[config.mk]
export PLATFORM = sky130hd
export DESIGN_NAME = payload_byte_feeder
export DESIGN_NICKNAME = d
export VERILOG_FILES = /design/src/rtl/payload_byte_feeder.sv
export SDC_FILE = /design/constraint.sdc
export NUM_CORES = 1
export LEC_CHECK = 0
export ABC_AREA = 1
export BUFFER_PORTS_ARGS = -buffer_cell sky130_fd_sc_hd__buf_2
export CELL_PAD_IN_SITES_DETAIL_PLACEMENT = 1
export CELL_PAD_IN_SITES_GLOBAL_PLACEMENT = 2
export CORE_AREA = 2 2 220 222
export DETAILED_ROUTE_END_ITERATION = 10
export DIE_AREA = 0 0 222 224
export PLACE_DENSITY = 0.83
export RECOVER_POWER = 50
export SLEW_MARGIN = 15
export SYNTH_ARGS = -nofsm -noshare
export SYNTH_HDL_FRONTEND = slang
export SYNTH_SLANG_ARGS = --single-unit
export TNS_END_PERCENT = 10
[constraint.sdc]
create_clock -name clk -period 9.9 [get_ports clk]
set_clock_uncertainty 0.1 [all_clocks]
set_input_delay 0.99 -clock clk [delete_from_list [all_inputs] [get_ports clk]]
set_output_delay 0.99 -clock clk [all_outputs]
set_load 0.05 [all_outputs]
[src/rtl/payload_byte_feeder.sv]
// Payload byte feeder: turns keep-masked multi-byte beats into a one-byte-per-cycle
// stream framed by sod/eop pulses, with a one-hot decode of each byte.
module payload_byte_feeder #(
  parameter int BYTE_LANES = 8
) (
  input  logic                    clk,
  input  logic                    rst,
  input  logic [8*BYTE_LANES-1:0] s_tdata,
  input  logic [BYTE_LANES-1:0]   s_tkeep,
  input  logic                    s_tvalid,
  input  logic                    s_tlast,
  output logic                    s_tready,
  output logic                    sod,
  output logic                    en,
  output logic [7:0]              byte_out,
  output logic [255:0]            char_vec,
  output logic                    eop
);

  typedef enum logic [1:0] {
    IDLE,
    SOD,
    STREAM,
    EOP
  } state_t;

  localparam logic [BYTE_LANES-1:0] LANE_ONE = BYTE_LANES'(1);

  state_t                  state;
  state_t                  state_next;
  logic [8*BYTE_LANES-1:0] beat_data;
  logic [BYTE_LANES-1:0]   lane_mask;
  logic                    beat_last;

  logic                    capture;
  logic                    take;
  logic                    emit;
  logic [BYTE_LANES-1:0]   src_mask;
  logic [8*BYTE_LANES-1:0] src_data;
  logic [7:0]              pick;

  // State register; reset drops any packet in flight back to IDLE.
  always_ff @(posedge clk or posedge rst) begin
    if (rst) begin
      state <= IDLE;
    end else begin
      state <= state_next;
    end
  end

  // Next state, handshake, framing pulses, and which beat/mask the next byte comes from.
  // A beat taken in STREAM can supply its first byte in the same cycle, so the
  // source mask/data switch to the incoming beat to avoid a bubble.
  always_comb begin
    state_next = state;
    s_tready   = 1'b0;
    sod        = 1'b0;
    eop        = 1'b0;
    capture    = 1'b0;
    take       = 1'b0;
    emit       = 1'b0;
    src_mask   = lane_mask;
    src_data   = beat_data;
    case (state)
      IDLE: begin
        s_tready = !rst;
        if (s_tvalid && !rst) begin
          capture    = 1'b1;
          state_next = SOD;
        end
      end
      SOD: begin
        sod = 1'b1;
        if (lane_mask != '0) begin
          emit       = 1'b1;
          state_next = STREAM;
        end else if (beat_last) begin
          state_next = EOP;
        end else begin
          state_next = STREAM;
        end
      end
      STREAM: begin
        if (lane_mask != '0) begin
          emit = 1'b1;
        end else if (beat_last) begin
          state_next = EOP;
        end else begin
          s_tready = 1'b1;
          if (s_tvalid) begin
            take     = 1'b1;
            src_mask = s_tkeep;
            src_data = s_tdata;
            if (s_tkeep != '0) begin
              emit = 1'b1;
            end else if (s_tlast) begin
              state_next = EOP;
            end
          end
        end
      end
      EOP: begin
        eop        = 1'b1;
        state_next = IDLE;
      end
      default: begin
        state_next = IDLE;
      end
    endcase
  end

  // Select the byte in the lowest still-pending lane of the source beat.
  always_comb begin
    pick = 8'h00;
    for (int i = BYTE_LANES - 1; i >= 0; i--) begin
      if (src_mask[i]) begin
        pick = src_data[8*i +: 8];
      end
    end
  end

  // Beat storage and remaining-lane mask; each emitted byte clears the lowest set bit.
  always_ff @(posedge clk or posedge rst) begin
    if (rst) begin
      beat_data <= '0;
      lane_mask <= '0;
      beat_last <= 1'b0;
    end else if (capture) begin
      beat_data <= s_tdata;
      lane_mask <= s_tkeep;
      beat_last <= s_tlast;
    end else begin
      if (take) begin
        beat_data <= s_tdata;
        beat_last <= s_tlast;
      end
      if (take || emit) begin
        lane_mask <= src_mask & (src_mask - LANE_ONE);
      end
    end
  end

  // Registered byte outputs: strobe, byte value, and its one-hot decode.
  always_ff @(posedge clk or posedge rst) begin
    if (rst) begin
      en       <= 1'b0;
      byte_out <= 8'h00;
      char_vec <= '0;
    end else begin
      en <= emit;
      if (emit) begin
        byte_out <= pick;
        char_vec <= 256'd1 << pick;
      end else begin
        char_vec <= '0;
      end
    end
  end

endmodule
After elaboration in Yosys (flattened, before gate mapping):

Index checks and enable logic that the tools add are counted.

* add/subtract/negate cells: 1
* eq/ne operators: 8
* shift-type cells: 1
* mux-type cells: 49
* bitwise gates (word level): 1
* reductions and logical operators: 9

Operator list (number)
* $mux W64: 6
* $mux W256: 1
* $shl A1 B8 Y256 const A: 1
* $mux W8: 14
* $mux W1: 19
* $reduce_bool A8 Y1: 2
* $mux W2: 6
* $ne A3 B3 Y1 const B: 3
* $and A8 B8 Y8: 1
* $pmux W2 S4: 1
* $sub A8 B1 Y8 const B: 1
* $reduce_and A5 Y1: 1
* $eq A2 B2 Y1 const B: 2
* $ne A2 B2 Y1 const B: 2
* $pmux W1 S2: 2
* $reduce_bool A2 Y1: 2
* $eq A2 B1 Y1 const B: 1
* $logic_not A2 Y1: 1
* $logic_and A1 B1 Y1: 1
* $logic_not A1 Y1: 1
* $logic_or A1 B1 Y1: 1

* flip-flop bits (word level): 340
* bits of input ports: 76
* logic and storage cells: 76

Depth between registers and ports, before layout:

Gate-level depths: netlist of the first run.

* depth after elaboration: 14
* depth in mapped cells: 23
* depth with buffers taken out: 21

Worst setup path before layout of the first run:

No wires, ideal clock.

* path kind: in2out
* from: in rst
* to: out s_tready
* arrival: 9264 ps
* data required time: 8810 ps
* path slack: -454 ps
* stages: 3
* buffers on the path: 0
* cell sequence: inv_1 -> nand2_1 -> o21ai_0

* longest elaborated chain between the ends: 2

RTL lines
* start: declaration: line 7 `input logic rst,`
* $logic_not A1 Y1 (no source line)
* $pmux W1 S2: line 64 `case (state)`
* end: declaration: line 12 `output logic s_tready,`

Every way passes these cells.

Final worst setup path of the first run:

* from: reg state[0]
* to: reg char_vec[154]

* longest elaborated chain between the ends: 12
* elaborated cells on any way between the ends: 15
* those cells by class: 2 x eq/ne; 1 x shift; 12 x mux

RTL lines
* start: declaration: line 29 `state_t state;`
* start signal: assignment: line 47 `state <= state_next;`
* $eq A2 B2 Y1: line 64
* $mux W64 or $mux W8 (tied branches): line 64
* $mux W8 (8 in series): line 116 `if (src_mask[i]) begin`
* $shl A1 B8 Y256: line 153 `char_vec <= 256'd1 << pick;`
* $mux W256 *: line 151 `if (emit) begin`
* end signal: assignment: line 153
* end: declaration: line 16 `output logic [255:0] char_vec,`

Every way passes the cells marked *; elsewhere a longest branch is shown, timed or not.
A chain may end at the register's enable or synchronous reset.

==> results by group, run 1 <==
Run status
  • Status: finished, violations left
  • Failing checks: capacitance limit, slew limit

Die
  • # rows: 80
  • Die Area: 49700 um^2
  • Total core area: 47300 um^2
  • Chip width: 222 um
  • Die Height: 224 um
  • Starting Density: 0.288
  • I/O Pins: 344

Place
  • Port Buffers: 343
  • Final RePlAce weighted congestion: 0.826
  • DP HPWL: 32300 um

Yosys
  • Synth top area share: 0.623
  • Mapped Nets: 1487
  • Post-synth design cell area: 13600 um^2
  • Ys async rst share: 1.00
  • Most common library cells after synthesis: dfrtp_1 (340), nor2_1 (278), nand2_1 (212)
  • Synth Area per Inst: 9.70 um^2
  • Sequential area share after synthesis: 0.623
  • Post-synthesis cell type count: 35
  • Most common cell in the netlist: dfrtp_1
  • Synth area leaders: dfrtp_1 (62%), nor2_1 (7.6%), nand2_1 (5.8%), nand4_1 (5.6%), o21ai_0 (3.5%)
  • EDFF count, synth: 0
  • Ys Warns: 0
  • Post-Syn Instances: 1407
  • Ys flop type: dfrtp_1
  • Post-synth top area cell: dfrtp_1
  • FF+latch count, synth: 340

Hold path
  • Hold Path Depth: 2
  • Min-Delay Path Class: register to register

GRT
  • Largest net degree at the start of global routing: 177
  • Vias in the first global route: 11700
  • First-pass GRT wire length: 72900 um
  • Grt ovf: 0
  • Gr usage total: 0.194
  • M3 GR Usage: 0.0399
  • GR Util met2: 0.316
  • Initial antenna violation count: 3
  • GR peak layer: met2
  • Met1 Resource Use GR: 0.252

Timing
  • Max Clk Rate: 0.175 GHz
  • Setup total negative slack: 0 ps
  • Slew @ Worst Pin: 4610 ps
  • Unrepaired setup endpoints after global routing: false
  • Final Slew Violations: 176
  • Final Cycle Share: 0.577
  • Setup Viol. Count Final: 0
  • Rel. slew slack: -2.07
  • Fin crit period: 5710 ps
  • Count of final hold-check violations: 0

Power and ir drop
  • Peak VDD IR: 217 uV
  • Total power: 5.92 mW
  • Lkg Pwr: 7.49 nW
  • Pwr dens: 354 nW/um^2
  • Internal cell power: 2.93 mW
  • Reg power frac: 0.280
  • Net Sw Frac: 0.506
  • Share of power burned in combinational logic: 0.474
  • Power share of the clock group: 0.246
  • Sw Pwr: 3.00 mW

Cells and area
  • Nets@finish: 1778
  • Fill cells: 5585
  • Finished Core Util: 0.354
  • Ratio of cells with drive above 1 in the final layout: 0.125
  • Footprint of the multi-input gates: 4380 um^2
  • Area Growth Syn to Fin: 22.7%
  • Reg area: 8510 um^2

Clock tree
  • Clock Path Buffers: 3
  • CTS tree: built
  • Hold buffer count at cts: 0
  • Post_cts resized: 0
  • CTS H-Tree Depth: 2
  • Post-CTS Setup Bufs: 0
  • CTS root buffer: clkbuf_16
  • Total clock sinks: 340
  • Clk slew on worst S/H paths: 60 ps
  • Clock buffer count from CTS: 39
  • Skew-Pair Late Insertion Delay: 570 ps

Critical path
  • Critical Path RT: 10220 ps
  • CP arrival: 6040 ps
  • Crit-path max FO: 67
  • Startpoint Class: register
  • Reg2Reg Depth: 17
  • Crit end category: register
  • Crit Path Category: register to register

Route
  • WL final: 48700 um
  • Pre-antenna DRT Iters: 5
  • Initial DRC Count: 754
  • Vias per cell: 4.82
  • Post-DRT Antenna Nets: 0
  • Post-detailed-route wirelength per cell: 20.8 um
  • Via count: 11300
  • Remaining DRCs: 0

Job
  • Max_cap viols: 1
layout make-up:
class                           instances  share of cell area
Antenna cell                            3            0.000448
Clock buffer                           56              0.0669
Clock inverter                         13              0.0101
Inverter                               83              0.0187
Multi-Input combinational cell        880               0.262
Sequential cell                       340               0.508
Tap cell                              615              0.0460
Timing Repair Buffer                  354              0.0881
power by group through the flow:
stage | clock network (mW) | registers, mW | logic (mW)
global placement | 0 | 1.68 | 2.77
floorplan | 0 | 1.81 | 1.88
finish | 1.46 | 1.66 | 2.81
global route | 1.55 | 1.68 | 3.05
detailed placement | 0 | 1.68 | 2.82
CTS | 1.49 | 1.66 | 2.84
cells in the final DEF (no fill, tap or decap), types with 39 or more instances in the layout:
master       n
a21oi_1     43
buf_2       76
clkbuf_1   276
clkbuf_16   39
dfrtp_1    340
inv_1       76
nand2_1    207
nand3_1     42
nand4_1    122
nor2_1     279
o21ai_0     95
metal layers:
metal | part of all wire | vias to the layer above
met5 | 0 | -
met4 | 0.038 | 0
li1 | - | 5187
met3 | 0.056 | 95
met2 | 0.47 | 374
met1 | 0.44 | 5653
worst max-delay path: stages (launching register included):
cell	delay, ps
dfrtp_1	430
inv_1	130
ha_1	210
nand2_1	100
nor2_1	600
nand2_4	560
inv_2	190
buf_4	520
a21oi_2	220
inv_2	240
o211ai_1	130
nand3_1	120
nand3_1	70
o211ai_1	200
nand2_1	160
nand2_4	550
buf_4	720
nor2_1	140
path summary, 6_finish.rpt:
kind | start | endpoint | slack [ps]
min in group asynchronous | rst | char_vec[205] | 2220
worst min-delay path | byte_out[3] | byte_out[3] | 380
worst max register to register | state[0] | char_vec[154] | 4190
worst min register to register | byte_out[3] | byte_out[3] | 380
max in group asynchronous | rst | char_vec[11] | 4820
worst max-delay path | state[0] | char_vec[154] | 4190
metrics by stage:
step                      hold WS, ps  cell area (um^2)  setup slack (ps)  instances
after floorplan                   381             13700              2030       1407
after global placement            369             15800              4220       2272
after detailed placement          375             15800              4140       2272
after CTS                         390             17100              4430       2341
after global routing              426             16700              3610       2344
final                             384             16700              4190       2344
state kept, by name, indices dropped and copies added (netlist names):
signal / cells
en: 1
beat_data: 64
beat_last: 1
lane_mask: 8
state: 2
char_vec: 256
byte_out: 8
cell families (layout without fill, tap and decap cells):
family                     count (synthesis)  after routing  synth area share
AOI/OAI and AO/OA                        171            171            0.0700
adders and majority gates                  4              4           0.00367
buffers and inverters                    187            506            0.0594
DFF                                      340            340             0.623
muxes                                     17             17            0.0140
other                                      0              3                 0
and+or+nand+nor                          688            688             0.230
No activity file was read; power rests on OpenSTA's default activity.
==> run 2: changes to the inputs <==
--- a/config.mk
+++ b/config.mk
@@ -9,10 +9,10 @@
 export BUFFER_PORTS_ARGS = -buffer_cell sky130_fd_sc_hd__buf_2
 export CELL_PAD_IN_SITES_DETAIL_PLACEMENT = 1
 export CELL_PAD_IN_SITES_GLOBAL_PLACEMENT = 2
-export CORE_AREA = 2 2 220 222
+export CORE_AREA = 2 2 210 212
 export DETAILED_ROUTE_END_ITERATION = 10
-export DIE_AREA = 0 0 222 224
-export PLACE_DENSITY = 0.83
+export DIE_AREA = 0 0 212 214
+export PLACE_DENSITY = 0.86
 export RECOVER_POWER = 50
 export SLEW_MARGIN = 15
 export SYNTH_ARGS = -nofsm -noshare
==> constraint.sdc (replaced) <==
create_clock -name clk -period 5.5 [get_ports clk]
set_clock_uncertainty 0.1 [all_clocks]
set_input_delay 0.55 -clock clk [delete_from_list [all_inputs] [get_ports clk]]
set_output_delay 0.55 -clock clk [all_outputs]
set_load 0.05 [all_outputs]
==> run 2 against run 1 <==
  * Die area down 8.8%
  * The run still ends with capacitance limit, slew limit left
  * Sequential cell count unchanged
  * Wire length up 2.0%
  * Clock power up 78%
  * Combinational power up 93%
  * Worst setup slack worse by 3500 ps
  * Non-clock buffer count up 13
  * Clock-buffer cell count down 1
  * Maximum frequency up 20%
  * Sequential power up 80%
  * Hold slack worse by 270 ps
  * Design area up 0.84%
==> results by group, run 2 (synthesis results as in run 1) <==
Clock tree
  • Post_cts resized: 0 (unchanged)
  • Post-CTS Setup Bufs: 0 (unchanged)
  • Clock buffer count from CTS: 38 (was 39)
  • Clk slew on worst S/H paths: 60 ps (about the same)
  • Clock Path Buffers: 3 (unchanged)
  • CTS tree: built (unchanged)
  • Skew-Pair Late Insertion Delay: 560 ps (was 570 ps)
  • Total clock sinks: 340 (unchanged)
  • CTS H-Tree Depth: 2 (unchanged)
  • CTS root buffer: clkbuf_16 (unchanged)
  • Hold buffer count at cts: 0 (unchanged)

Run status
  • Status: finished, violations left (unchanged)
  • Failing checks: capacitance limit, slew limit (unchanged)

GRT
  • Largest net degree at the start of global routing: 169 (was 177)
  • First-pass GRT wire length: 74500 um (was 72900 um)
  • Gr usage total: 0.217 (was 0.194)
  • Vias in the first global route: 11900 (was 11700)
  • Initial antenna violation count: 1 (was 3)
  • Grt ovf: 0 (unchanged)

Place
  • DP HPWL: 33600 um (was 32300 um)
  • Placed Instances: 2254 (was 2272)
  • Final RePlAce weighted congestion: 0.876 (was 0.826)
  • Pre-CTS WS: 733 ps (was 4140 ps)
  • Port Buffers: 343 (unchanged)
  • Cell Area, Placed: 15900 um^2 (was 15800 um^2)

Timing
  • Setup Viol. Count Final: 0 (unchanged)
  • Final Slew Violations: 272 (was 176)
  • Fin crit period: 4770 ps (was 5710 ps)
  • Final Cycle Share: 0.867 (was 0.577)
  • Unrepaired setup endpoints after global routing: false (unchanged)
  • Max Clk Rate: 0.210 GHz (was 0.175 GHz)
  • Worst Hold Slack: 111 ps (was 384 ps)
  • Slew @ Worst Pin: 2230 ps (was 4610 ps)
  • Count of final hold-check violations: 0 (unchanged)
  • Final worst slack: 732 ps (was 4190 ps)
  • Rel. slew slack: -0.488 (was -2.07)

Cells and area
  • Largest registers: char_vec: 256 flops, beat_data: 64 flops (unchanged)
  • Ratio of cells with drive above 1 in the final layout: 0.147 (was 0.125)
  • Reg area: 8510 um^2 (unchanged)
  • Area Growth Syn to Fin: 23.7% (was 22.7%)
  • Max FFs per register: 256 (unchanged)
  • Top reg by flops: char_vec (unchanged)
  • Finished Cell Area: 16900 um^2 (was 16700 um^2)
  • Commonest non-fill, non-tap cell in the layout: dfrtp_1 (unchanged)
  • Nets@finish: 1790 (was 1778)
  • Fill cells: 5033 (was 5585)
  • Finished Core Util: 0.394 (was 0.354)
  • Footprint of the multi-input gates: 4380 um^2 (about the same)
  • Final non-filler cell total: 2324 (was 2344)
  • Leading cell types in the layout, fill and taps excluded: dfrtp_1 (340), nor2_1 (278), clkbuf_1 (250) (was dfrtp_1 (340), nor2_1 (279), clkbuf_1 (276))

Power and ir drop
  • Peak VDD IR: 651 uV (was 217 uV)
  • Pwr dens: 652 nW/um^2 (was 354 nW/um^2)
  • Lkg Pwr: 7.69 nW (was 7.49 nW)

Route
  • Vias per cell: 4.95 (was 4.82)
  • Post-detailed-route wirelength per cell: 21.4 um (was 20.8 um)
  • Pre-antenna DRT Iters: 5 (unchanged)
  • Initial DRC Count: 824 (was 754)
  • Via count: 11500 (was 11300)
  • WL final: 49700 um (was 48700 um)
  • Post-DRT Antenna Nets: 0 (unchanged)
  • Remaining DRCs: 0 (unchanged)

Die
  • I/O Pins: 344 (unchanged)
  • Die Height: 214 um (was 224 um)
  • # rows: 76 (was 80)
  • Starting Density: 0.318 (was 0.288)
  • Total core area: 42900 um^2 (was 47300 um^2)
  • Die Area: 45400 um^2 (was 49700 um^2)
  • Chip width: 212 um (was 222 um)

Hold path
  • Min-Delay Path Class: input port to register (was register to register)

Critical path
  • CP arrival: 5140 ps (was 6040 ps)
  • Crit end category: register (unchanged)
  • Crit Path Category: register to register (unchanged)
  • Startpoint Class: register (unchanged)
  • Critical Path RT: 5870 ps (was 10220 ps)
  • Crit-path max FO: 29 (was 67)

Job
  • Max_cap viols: 3 (was 1)
-- run 2: cell types whose count changed in the layout (fill, tap and decap cells not counted), sizes merged --
cell / before / now
buf: 86 / 125
clkbuf: 324 / 297
bufinv: 2 / 3
diode: 3 / 1
inv: 85 / 84
-- run 2: through the flow --
stage          setup TNS [ps]  power, mW
2_1_floorplan          -98310       6.64
3_3_place_gp                0       8.35
3_5_place_dp                0       8.47
4_1_cts                     0       11.1
5_1_grt                     0       11.7
6_report                    0       11.0
-- run 2: worst paths after layout --
| kind | endpoint | cells after the start | startpoint | slack, ps |
|---|---|---|---|---|
| max in group asynchronous | char_vec[136] | 4 | rst | 1790 |
| worst max register to register | char_vec[209] | 18 | state[0] | 730 |
| worst max-delay path | char_vec[209] | 18 | state[0] | 730 |
| min in group asynchronous | char_vec[123] | 2 | rst | 270 |
| worst min-delay path | beat_data[28] | 3 | s_tdata[28] | 110 |
| worst min register to register | byte_out[1] | 2 | byte_out[1] | 380 |
-- run 2: final cells by class --
class | count | area share
inverter | 83 | 0.0185
tap | 585 | 0.0434
clock buffer | 55 | 0.0643
antenna | 1 | 0.000148
timing repair buffer | 367 | 0.0993
clock inverter | 13 | 0.0109
multi-input combinational | 880 | 0.260
sequential | 340 | 0.504
-- run 2: critical path, stage by stage (launching register included) --
cell	delay [ps]
dfrtp_1	420
inv_1	120
ha_1	210
nand2_1	120
nor2_2	410
nand2_4	250
inv_2	250
buf_4	310
buf_4	330
o211ai_1	120
nand2_1	80
nand2_1	50
nand2_1	60
nand2_1	70
nand2_1	630
inv_2	320
nor2_4	300
nand4_1	270
nor2_1	220
-- run 2: metal layers --
metal / routed length [um] / track usage / vias up / share of wire
met5: 0 / 0 / - / 0
met3: 2950 / 0.0389 / 91 / 0.059
met4: 2000 / 0.0967 / 0 / 0.040
met2: 23700 / 0.355 / 399 / 0.48
met1: 21100 / 0.282 / 5820 / 0.42
li1: - / - / 5204 / -
-- run 2: where the power goes --
group / internal [mW] / switching, mW
Clock: 1.53 / 1.07
Sequential: 2.85 / 0.142
Combinational: 1.08 / 4.34
Total: 5.46 / 5.55
